<file path="config.mk">
export PLATFORM = sky130hd
export DESIGN_NAME = servo_pwm_capture
export DESIGN_NICKNAME = d
export VERILOG_FILES = /design/src/rtl/servo_pwm_capture.sv
export SDC_FILE = /design/constraint.sdc
export NUM_CORES = 1
export LEC_CHECK = 0
export BUFFER_PORTS_ARGS = -buffer_cell sky130_fd_sc_hd__buf_2
export CORE_MARGIN = 5
export CORE_UTILIZATION = 55
export CTS_BUF_LIST = sky130_fd_sc_hd__clkbuf_8
export DETAILED_ROUTE_END_ITERATION = 8
export PLACE_DENSITY = 0.82
export SLEW_MARGIN = 20
export SYNTH_ARGS = -nofsm -noshare
export SYNTH_HDL_FRONTEND = slang
export SYNTH_SLANG_ARGS = --single-unit
</file>
<file path="constraint.sdc">
create_clock -name clock -period 11 [get_ports clock]
set_clock_uncertainty 0.1 [all_clocks]
set_input_delay 1.65 -clock clock [delete_from_list [all_inputs] [get_ports clock]]
set_output_delay 1.65 -clock clock [all_outputs]
set_load 0.01 [all_outputs]
</file>
<file path="src/rtl/servo_pwm_capture.sv">
// Servo PWM receiver: measures high time and rise-to-rise period of pwm_in and publishes them
// with a quantized 3-bit position code, an in-range flag and a sticky timeout flag.
module servo_pwm_capture #(
    parameter int unsigned CNT_W    = 20,
    parameter int unsigned MIN_HIGH = 25000,
    parameter int unsigned STEP     = 3125,
    parameter int unsigned MAX_HIGH = 50000,
    parameter int unsigned TIMEOUT  = 1000000
) (
    input  logic             clock,
    input  logic             ctrl_reset_n,
    input  logic             pwm_in,
    output logic [CNT_W-1:0] high_cnt,
    output logic [CNT_W-1:0] period_cnt,
    output logic [2:0]       pos_case,
    output logic             in_range,
    output logic             meas_valid,
    output logic             timeout,
    output logic [31:0]      data_word
);

    localparam logic [CNT_W-1:0] TimeoutCnt = CNT_W'(TIMEOUT);
    localparam logic [CNT_W-1:0] MinCnt     = CNT_W'(MIN_HIGH);
    localparam logic [CNT_W-1:0] MaxCnt     = CNT_W'(MAX_HIGH);
    localparam logic [CNT_W-1:0] OneCnt     = CNT_W'(1);

    typedef enum logic [1:0] {StIdle, StHigh, StLow} state_e;

    state_e           state_q;
    logic             s1_q, s2_q, s3_q;
    logic [CNT_W-1:0] hcnt_q, pcnt_q, idle_cnt_q;
    logic             rise, fall;
    logic [2:0]       pos_calc;
    logic             in_range_calc;

    assign rise = s2_q & ~s3_q;
    assign fall = ~s2_q & s3_q;

    // Comparator chain against MIN_HIGH + i*STEP replaces a divider.
    always_comb begin
        pos_calc      = 3'd0;
        in_range_calc = 1'b0;
        if (hcnt_q < MinCnt) begin
            pos_calc = 3'd0;
        end else if (hcnt_q > MaxCnt) begin
            pos_calc = 3'd7;
        end else begin
            in_range_calc = 1'b1;
            for (int unsigned i = 1; i <= 7; i++) begin
                if (hcnt_q >= CNT_W'(MIN_HIGH + i * STEP)) begin
                    pos_calc = pos_calc + 3'd1;
                end
            end
        end
    end

    always_ff @(posedge clock) begin
        if (!ctrl_reset_n) begin
            state_q    <= StIdle;
            s1_q       <= 1'b0;
            s2_q       <= 1'b0;
            s3_q       <= 1'b0;
            hcnt_q     <= '0;
            pcnt_q     <= '0;
            idle_cnt_q <= '0;
            high_cnt   <= '0;
            period_cnt <= '0;
            pos_case   <= 3'd0;
            in_range   <= 1'b0;
            meas_valid <= 1'b0;
            timeout    <= 1'b0;
        end else begin
            s1_q       <= pwm_in;
            s2_q       <= s1_q;
            s3_q       <= s2_q;
            meas_valid <= 1'b0;
            unique case (state_q)
                StIdle: begin
                    if (rise) begin
                        hcnt_q     <= OneCnt;
                        pcnt_q     <= OneCnt;
                        idle_cnt_q <= '0;
                        state_q    <= StHigh;
                    end else if (idle_cnt_q >= TimeoutCnt) begin
                        timeout <= 1'b1;
                    end else begin
                        idle_cnt_q <= idle_cnt_q + OneCnt;
                    end
                end
                StHigh, StLow: begin
                    // Timeout outranks a coincident rise; that rise is simply lost.
                    if (pcnt_q >= TimeoutCnt) begin
                        timeout    <= 1'b1;
                        idle_cnt_q <= '0;
                        state_q    <= StIdle;
                    end else if (state_q == StLow && rise) begin
                        high_cnt   <= hcnt_q;
                        period_cnt <= pcnt_q;
                        pos_case   <= pos_calc;
                        in_range   <= in_range_calc;
                        timeout    <= 1'b0;
                        meas_valid <= 1'b1;
                        hcnt_q     <= OneCnt;
                        pcnt_q     <= OneCnt;
                        state_q    <= StHigh;
                    end else begin
                        pcnt_q <= pcnt_q + OneCnt;
                        if (state_q == StHigh) begin
                            if (fall) begin
                                state_q <= StLow;
                            end else begin
                                hcnt_q <= hcnt_q + OneCnt;
                            end
                        end
                    end
                end
                default: state_q <= StIdle;
            endcase
        end
    end

    assign data_word = {timeout, in_range, 7'b0, pos_case, high_cnt[19:0]};

endmodule

</file>
* Word level (Yosys, flattened, before mapping)
Cells that the tools add are included.
** Storage, ports and cells
- Word-level logic and storage cells :: 112
- Bits of input ports :: 3
- Bits in registers :: 111
- Output and inout port bits :: 78
** Cells by class
- Multiplexer cells :: 48
- Reduce and logical (&&, ||, !) cells :: 11
- Bitwise gates (word level) :: 7
- Add/sub/neg operators :: 9
- Equality and inequality tests :: 13
- $lt $le $gt $ge :: 11
** Operators with widths (count)
- 20-bit 2-to-1 mux :: 10
- 20-bit case mux with 2 select lines :: 3
- 20-bit by 16-bit >= comparator with 1-bit output, second input constant :: 5
- 20-bit by 1-bit adder with 20-bit output, second input constant :: 3
- 3-bit 2-to-1 mux :: 20
- 20-bit by 15-bit >= comparator with 1-bit output, second input constant :: 2
- 20-bit >= comparator, second input constant :: 2
- 20-bit by 16-bit > comparator with 1-bit output, second input constant :: 1
- 20-bit by 15-bit < comparator with 1-bit output, second input constant :: 1
- 3-bit by 1-bit adder with 3-bit output, second input constant :: 6
- 3-bit != test, second input constant :: 4
- 3-bit AND reduction :: 4
- 2-bit 2-to-1 mux :: 5
- 2-bit != test, second input constant :: 5
- 1-bit 2-to-1 mux :: 8
- 4-bit != test, second input constant :: 2
- 1-bit inverter :: 5
- 5-bit AND reduction :: 1
- 2-bit case mux with 2 select lines :: 1
- 4-bit AND reduction :: 1
- 3-bit OR reduction :: 1
- 1-bit AND :: 2
- 2-bit by 1-bit == test with 1-bit output, second input constant :: 1
- 2-bit == test, second input constant :: 1
- other kinds (5) :: 5

* Logic depth before layout (Yosys ltp)
Gate-level depths: netlist of run 1.
- Depth in word-level cells :: 28
- Gate-level depth with buffers :: 24
- Mapped depth without buffers :: 24

* Worst setup path after synthesis of run 1
OpenSTA, ideal clock, no wires.
- Path type :: register to register
- Start point :: register hcnt_q[2]
- End point :: register pos_case[2]
- Required time :: 10.797 ns
- Clock period less this slack :: 4.935 ns
- Setup time :: 0.103 ns
- Setup slack :: 6.065 ns
- Arrival :: 4.732 ns
- Stages on the path, launching flop included :: 23
- Path buffers :: 1
- Cells stage by stage :: dfxtp_1 clkbuf_1 or4_1 nor3_1 a221oi_1 nor3_1 nand2b_1 inv_1 ha_1 xnor2_1 ha_1 nor2_1 o2bb2ai_1 nor2_1 ha_1 mux2_2 ha_1 nand2_1 a21oi_1 a2111oi_2 o211ai_1 nor3b_1 a2111oi_2
** Between the ends
- Word-level cells in the longest chain between the ends :: 28
- Elaborated cells on any way between the ends :: 36
- Those cells by class :: add/sub (6); order compare (9); mux (21)
** Ends and longest elaborated chain
- start: declaration :: line 31 : logic [CNT_W-1:0] hcnt_q, pcnt_q, idle_cnt_q;
- start signal: assignment :: line 80 : hcnt_q <= OneCnt;
- start signal: assignment :: line 103 : hcnt_q <= OneCnt;
- start signal: assignment :: line 112 : hcnt_q <= hcnt_q + OneCnt;
- 20-bit by 15-bit >= comparator with 1-bit output :: line 50 : if (hcnt_q >= CNT_W'(MIN_HIGH + i * STEP)) begin
- 1-bit 2-to-1 mux :: line 50
- 3-bit 2-to-1 mux :: line 45 : end else if (hcnt_q > MaxCnt) begin
- 3-bit 2-to-1 mux :: line 43 : if (hcnt_q < MinCnt) begin
- 3-bit by 1-bit adder with 3-bit output :: line 51 : pos_calc = pos_calc + 3'd1;
- 3-bit 2-to-1 mux :: line 50
- 3-bit 2-to-1 mux :: line 45
- 3-bit 2-to-1 mux :: line 43
- [... 12 more ...]
- 3-bit by 1-bit adder with 3-bit output :: line 51
- 3-bit 2-to-1 mux :: line 50
- 3-bit 2-to-1 mux :: line 45
- 3-bit 2-to-1 mux :: line 43
- 3-bit by 1-bit adder with 3-bit output :: line 51
- 3-bit 2-to-1 mux :: line 50
- 3-bit 2-to-1 mux :: line 45
- 3-bit 2-to-1 mux * :: line 43
- end signal: assignment :: line 99 : pos_case <= pos_calc;
- end: declaration :: line 15 : output logic [2:0] pos_case,
Every way passes the cells marked *; elsewhere a longest branch is shown, timed or not. The select of a mux whose other input is x is not followed.
A chain may end at the register's enable or synchronous reset.

* Worst setup path after layout of run 1
- Start point :: register hcnt_q[0]
- End point :: register pos_case[2]
The elaborated chain is that of the path after synthesis.

==> results of run 1 <==
[layout by cell type (no fill, tap or decap), types with 18 or more instances in the layout]
cell | netlist | layout
nor2_1 | 73 | 73
xor2_1 | 25 | 25
dfxtp_1 | 111 | 111
nand2_1 | 122 | 122
nand3_1 | 22 | 22
nand4_1 | 22 | 22
a21oi_1 | 70 | 70
ha_1 | 18 | 18
inv_1 | 23 | 24
buf_2 | 2 | 73
o21ai_0 | 26 | 26
[state kept, by name, summed over array words and instances, names as in the netlist]
signal / cells
pos_case: 3
meas_valid: 1
s1_q: 1
high_cnt: 20
period_cnt: 20
s2_q: 1
in_range: 1
state_q: 2
idle_cnt_q: 20
hcnt_q: 20
s3_q: 1
pcnt_q: 20
timeout: 1
[metrics by stage]
stage | setup slack (ns) | hold slack (ns) | cell area [sq um] | util [%]
2_1_floorplan | 6.065 | 0.3119 | 5879 | -
3_3_place_gp | 5.874 | 0.3263 | 6046 | 58.30
3_5_place_dp | 5.505 | 0.3398 | 6046 | 58.30
4_1_cts | 5.484 | 0.3658 | 6235 | 60.12
5_1_grt | 5.079 | 0.3751 | 6238 | 60.16
6_report | 5.481 | 0.3630 | 6238 | 60.16
[critical path, stage by stage, from the launching register on]
cell and delay (ns):
dfxtp_1 0.51, inv_1 0.12, ha_1 0.22, nor2b_1 0.13, o21ai_0 0.14, a41oi_1 0.14
nor2_1 0.14, nor2_1 0.04, o21ai_0 0.33, inv_1 0.09, ha_1 0.36, xnor2_1 0.35
ha_1 0.32, nor2_1 0.13, o2bb2ai_1 0.15, nor2_1 0.09, ha_1 0.31, mux2_2 0.28
ha_1 0.23, nand2_1 0.07, a21oi_1 0.05, a2111oi_2 0.44, o211ai_1 0.17, nor3b_1 0.17
a2111oi_2 0.32
[Yosys cell counts (4+ instances only)]
cell	n	area [sq um]
a211oi_1	4	30.03
a21oi_1	70	350.3
a31oi_1	4	25.02
and2_1	6	37.54
and3_1	15	93.84
buf_4	32	240.2
clkbuf_1	39	146.4
dfxtp_1	111	2222
ha_1	18	225.2
inv_1	23	86.33
nand2_1	122	457.9
nand2b_1	6	37.54
nand3_1	22	110.1
nand4_1	22	137.6
nor2_1	73	274.0
nor3_1	17	85.08
nor4_1	9	56.30
o21ai_0	26	130.1
o31ai_1	6	45.04
or2_2	4	25.02
or3_1	13	81.33
or4_1	5	37.54
xnor2_1	16	140.1
xor2_1	25	219.0
[path summary, 6_finish.rpt]
| kind | depth (start not counted) | end | slack [ns] |
|---|---|---|---|
| hold reg to reg | 2 | period_cnt[1]$_SDFFE_PN0P_ | 0.36 |
| setup reg to reg | 24 | pos_case[2]$_SDFFE_PN0P_ | 5.48 |
| setup / recovery | 24 | pos_case[2]$_SDFFE_PN0P_ | 5.48 |
| hold / removal | 2 | period_cnt[1]$_SDFFE_PN0P_ | 0.36 |
[routing by layer]
| layer | GRT usage [%] | vias up |
|---|---|---|
| met5 | 0 | - |
| met4 | 6.571 | 0 |
| met3 | 3.102 | 23 |
| met2 | 34.24 | 200 |
| met1 | 29.36 | 2434 |
| li1 | - | 2588 |
[cell families (layout without fill, tap and decap cells)]
kind of cell	after synthesis	count (layout)	synth area share, %
and+or+nand+nor	330	330	26.90
DFF	111	111	37.94
other	1	7	0.06403
xor gates and xnor gates	42	42	6.516
AOI/OAI and AO/OA	149	149	15.98
adders and majority gates	18	18	3.845
muxes	1	1	0.1923
buffers and inverters	99	117	8.566
[power groups by stage]
stage	Combinational (mW)	Clock, mW	Sequential [mW]
final	0.157	0.235	0.427
after global routing	0.174	0.257	0.429
after CTS	0.153	0.239	0.426
after detailed placement	0.152	0	0.435
after global placement	0.143	0	0.434
after floorplan	0.119	0	0.432
[layout make-up]
cell class                      count  share of cell area [%]
Clock inverter                      7                   1.043
Clock buffer                        9                   1.986
Sequential cell                   111                   35.62
Inverter                           24                   1.444
Tap cell                          136                   2.728
Timing Repair Buffer               77                   6.338
Multi-Input combinational cell    547                   50.84
==> impl_metrics.toml, run 1 <==
[logic_synthesis]
avgSynthCellArea_sq_um = 7.799
ys.flop_type = "dfxtp_1"
synth.distinct_cells = 64
yosysWarnings = 0
syn-cell-area_sq_mm = 0.005857
synthArstFlopShare_pct = 0
synth_cells = 751
synth-seq-cells = 111
yosysSeqAreaShare_pct = 37.94
synth-edff-count = 0

[route]
dr_wl_met3_microns = 945
antenna_left = 0
wl_per_cell_microns = 15.15
initialDrtViolationCount = 399
drt-total-wl_microns = 13810
wl_met2_microns = 6304
num_vias = 5245
drc = 0
dr.pass1.iters = 6
wl_met1_microns = 6350
highest_layer = "met4"
vias_per_cell = 5.757

[power_and_ir_drop]
vdd_drop_max_mv = 0.08925
power_density_mw_per_mm2 = 131.2
p_sw_uw = 274.4
p_leak_nw = 2.435
p_clk_share_pct = 28.7
finalPower_uw = 818.5
comb_power_share_pct = 19.1
power_frac_seq_pct = 52.2
p_sw_share_pct = 33.52
intPower_uw = 544.1

[die]
die_h_microns = 113.2
design.core.area_sq_mm = 0.01037
rows = 37
ios = 81
die_w_microns = 113.2
initial_core_util_pct = 56.48
dieArea_sq_mm = 0.01281

[cells_and_area]
register_area_sq_mm = 0.002222
drive_gt1_share_pct = 14.32
syn_to_final_growth_pct = 6.516
antenna_cells = 0
final_cells = 911
multi_input_area_sq_mm = 0.003172
nFillCells = 966
nets = 791

[job]
cap_violations = 0

[cts]
clock_path_buffers = 2
cts_tree = "done"
cts_made_buffers = 9
hold_buffers = 0
cts_root_buf = "clkbuf_8"
h-tree-depth = 3
post_cts_buffers = 0
clkSlewWorstSetupHoldPaths_ns = 0.12
ctsResizeCount = 0
cts_sinks = 111
clk_latency_ns = 0.39

[grt]
grt_pass1_vias = 4804
grt_first_pass_wirelength_microns = 22910
grt_remaining_overflow = 0
grt_usage_pct = 21.20
grt_start_max_net_pins = 38
antenna_found_initial = 0

[place]
hpwlAfterDp_microns = 9838
port_buffers = 73
gp_congestion = 0.9781
placed_cells = 895

[sta]
rsz0062_at_grt = "no"
setup_tns_ns = 0
period_minus_slack_ns = 5.519
setup_viol = 0
finalCritPeriodShare_pct = 50.18
finalHoldViolCount = 0
worst_pin_slew_ns = 1.041
fmax_ghz = 0.1812
slew_violations = 0
slew_headroom_pct = 28.79

[critical_path]
cp-end-kind = "flip-flop"
startpoint_type = "flip-flop"
arrival_ns = 5.69
cp_max_fo = 8
r2r_start = "hcnt_q[0]$_SDFFE_PN0P_"
crit_type = "reg -> reg"
worstSetupStartpoint = "hcnt_q[0]$_SDFFE_PN0P_"
critPathRequiredTime_ns = 11.17

[hold_path]
hold_path_class = "reg -> reg"
hold_start = "period_cnt[1]$_SDFFE_PN0P_"

[status]
status = "completed"
No activity file was read; power rests on OpenSTA's default activity.
==> inputs of run 2 (changes only) <==
- ABC_AREA: default -> 1
- PLACE_DENSITY: 0.82 -> 0.81
- clock period: 11 -> 5.75 ns (I/O delays scaled with it)
==> run 2 against run 1 <==
Against the previous run:
- register-to-register slack lost 4.2 ns
- clock-buffer cell count rose by 1
- hold slack got worse by 0.038 ns
- critical path depth increased by 5
- clock power rose by 95%
- via count increased by 13%
- synthesized cell count is 23% higher
- flip-flop and latch count is the same
- final cell count up 21%
- critical path type unchanged
==> impl_metrics.toml, run 2 <==
[logic_synthesis]
ys.flop_type = "dfxtp_1"
yosysWarnings = 0
syn-cell-area_sq_mm = 0.006390
synth-seq-cells = 111
synth_commonest_cells = "nand2_1, dfxtp_1, nor2_1"
synth.top_cell.area_share_pct = 34.78
synth.distinct_cells = 46
synth_top_cells_by_area = "dfxtp_1, nand2_1, a21oi_1"
synthArstFlopShare_pct = 0
synth-edff-count = 0
synth.most_common_cell = "nand2_1"
avgSynthCellArea_sq_um = 6.893
yosys.area.top_type = "dfxtp_1"
yosysSeqAreaShare_pct = 34.78
synth_cells = 927

[cells_and_area]
nets = 976
final_cells = 1102
antenna_cells = 0
drive_gt1_share_pct = 15.64
syn_to_final_growth_pct = 5.796
mostFrequentLayoutCell = "nand2_1"
layout_common_cells = "nand2_1, dfxtp_1, nor2_1"
final_util_pct = 59.20
nFillCells = 1112

[route]
antenna_left = 0
dr.pass1.iters = 6
num_vias = 5907
vias_per_cell = 5.360
wl_per_cell_microns = 13.33
initialDrtViolationCount = 396
drt-total-wl_microns = 14690
drc = 0

[cts]
clkSlewWorstSetupHoldPaths_ns = 0.11
post_cts_buffers = 0
h-tree-depth = 3
cts_root_buf = "clkbuf_8"
clk_latency_ns = 0.39
ctsResizeCount = 0
cts_tree = "done"
clock_path_buffers = 2
cts_made_buffers = 9
hold_buffers = 0
cts_sinks = 111

[sta]
final.setup.worst_slack_ns = 1.309
slew_violations = 0
setup_viol = 0
fmax_ghz = 0.2252
finalHoldViolCount = 0
setup_tns_ns = 0
slew_headroom_pct = 41.36
worst_pin_slew_ns = 0.8786
whs_ns = 0.3250
period_minus_slack_ns = 4.441
rsz0062_at_grt = "no"
finalCritPeriodShare_pct = 77.23

[grt]
grt_usage_pct = 20.84
antenna_found_initial = 0
grt_pass1_vias = 5319
grt_first_pass_wirelength_microns = 24790
grt_start_max_net_pins = 50
grt_remaining_overflow = 0

[die]
die_w_microns = 117.8
design.core.area_sq_mm = 0.01142
die_h_microns = 117.8
rows = 39
ios = 81
dieArea_sq_mm = 0.01387
initial_core_util_pct = 55.96

[critical_path]
cp_common_cell = "nand2_1"
critPathRequiredTime_ns = 5.90
cp_max_fo = 5
arrival_ns = 4.59
cp-end-kind = "flip-flop"
cp_slowest_stage_delay_ns = 0.43
crit_type = "reg -> reg"
slowest_stage = "dfxtp_1"
startpoint_type = "flip-flop"

[status]
status = "completed"

[job]
cap_violations = 0

[place]
hpwlAfterDp_microns = 10920
placed_cells = 1086
dp_slack_ns = 1.348
gp_congestion = 0.9554
port_buffers = 73

[hold_path]
hold_path_class = "reg -> reg"

[power_and_ir_drop]
vdd_drop_max_mv = 0.1503
power_density_mw_per_mm2 = 263.2
p_leak_nw = 3.016
## run 2: cell count changes after synthesis, sizes merged, moves of 10 or more
cell / delta
nand3: +30
buf: +10
and3: -15
xnor2: -13
or3: -13
o21ai: +49
xor2: -11
a21oi: +11
inv: +87
nand2: +51
nor2: +43
clkbuf: -20
nor3: +27
## run 2: power breakdown
group	switching, mW	leakage (nW)	internal (mW)
Sequential	0.0275	0.896	0.802
Combinational	0.367	2.02	0.123
Clock	0.282	0.0992	0.177
## run 2: worst paths after layout
check / from / to / slack (ns) / cells past startpoint
min reg2reg: s1_q$_SDFF_PN0_ / s2_q$_SDFF_PN0_ / 0.32 / 2
max reg2reg: hcnt_q[0]$_SDFFE_PN0P_ / pos_case[1]$_SDFFE_PN0P_ / 1.31 / 29
min: s1_q$_SDFF_PN0_ / s2_q$_SDFF_PN0_ / 0.32 / 2
max: hcnt_q[0]$_SDFFE_PN0P_ / pos_case[1]$_SDFFE_PN0P_ / 1.31 / 29
## run 2: logic make-up after synthesis
family                     count (synthesis)  share of synthesized area [%]
AOI/OAI and AO/OA                        175                          14.61
xor gates and xnor gates                  17                          2.330
adders and majority gates                 19                          3.720
buffers and inverters                    175                          12.73
DFF                                      111                          34.78
other                                      1                        0.05869
and+or+nand+nor                          429                          31.78
## run 2: worst max-delay path, delay by kind of cell, from the launching register on
| kind | cells | cell delay, ns |
|---|---|---|
| AO/OA/AOI/OAI | 5 | 0.53 |
| adder cells (fa/ha/maj) | 5 | 1.35 |
| buffers and inverters | 5 | 0.34 |
| flip-flops | 1 | 0.43 |
| AND/OR/NAND/NOR | 14 | 1.57 |
## run 2: stage by stage
| stage | power (mW) | area, sq um |
|---|---|---|
| final | 1.779 | 6760 |
| after global routing | 1.888 | 6760 |
| after CTS | 1.791 | 6760 |
| after detailed placement | 1.333 | 6571 |
| after global placement | 1.326 | 6571 |
| after floorplan | 1.233 | 6412 |
## run 2: cell type report
type                       count  area, sq um  share of cell area, %
clock inverter                 6        51.30                 0.7588
sequential                   111         2222                  32.87
multi-input combinational    647         3377                  49.95
tap                          143        178.9                  2.647
timing repair buffer          75        380.4                  5.627
clock buffer                  10        137.6                  2.036
inverter                     110        412.9                  6.108
## run 2: layer usage
metal | track usage (%) | vias up | share of wire [%]
met5 | 0 | - | 0
met4 | 5.376 | 0 | 1.1
met3 | 4.901 | 16 | 6.8
met2 | 32.18 | 191 | 43
met1 | 29.31 | 2645 | 49
li1 | - | 3055 | -
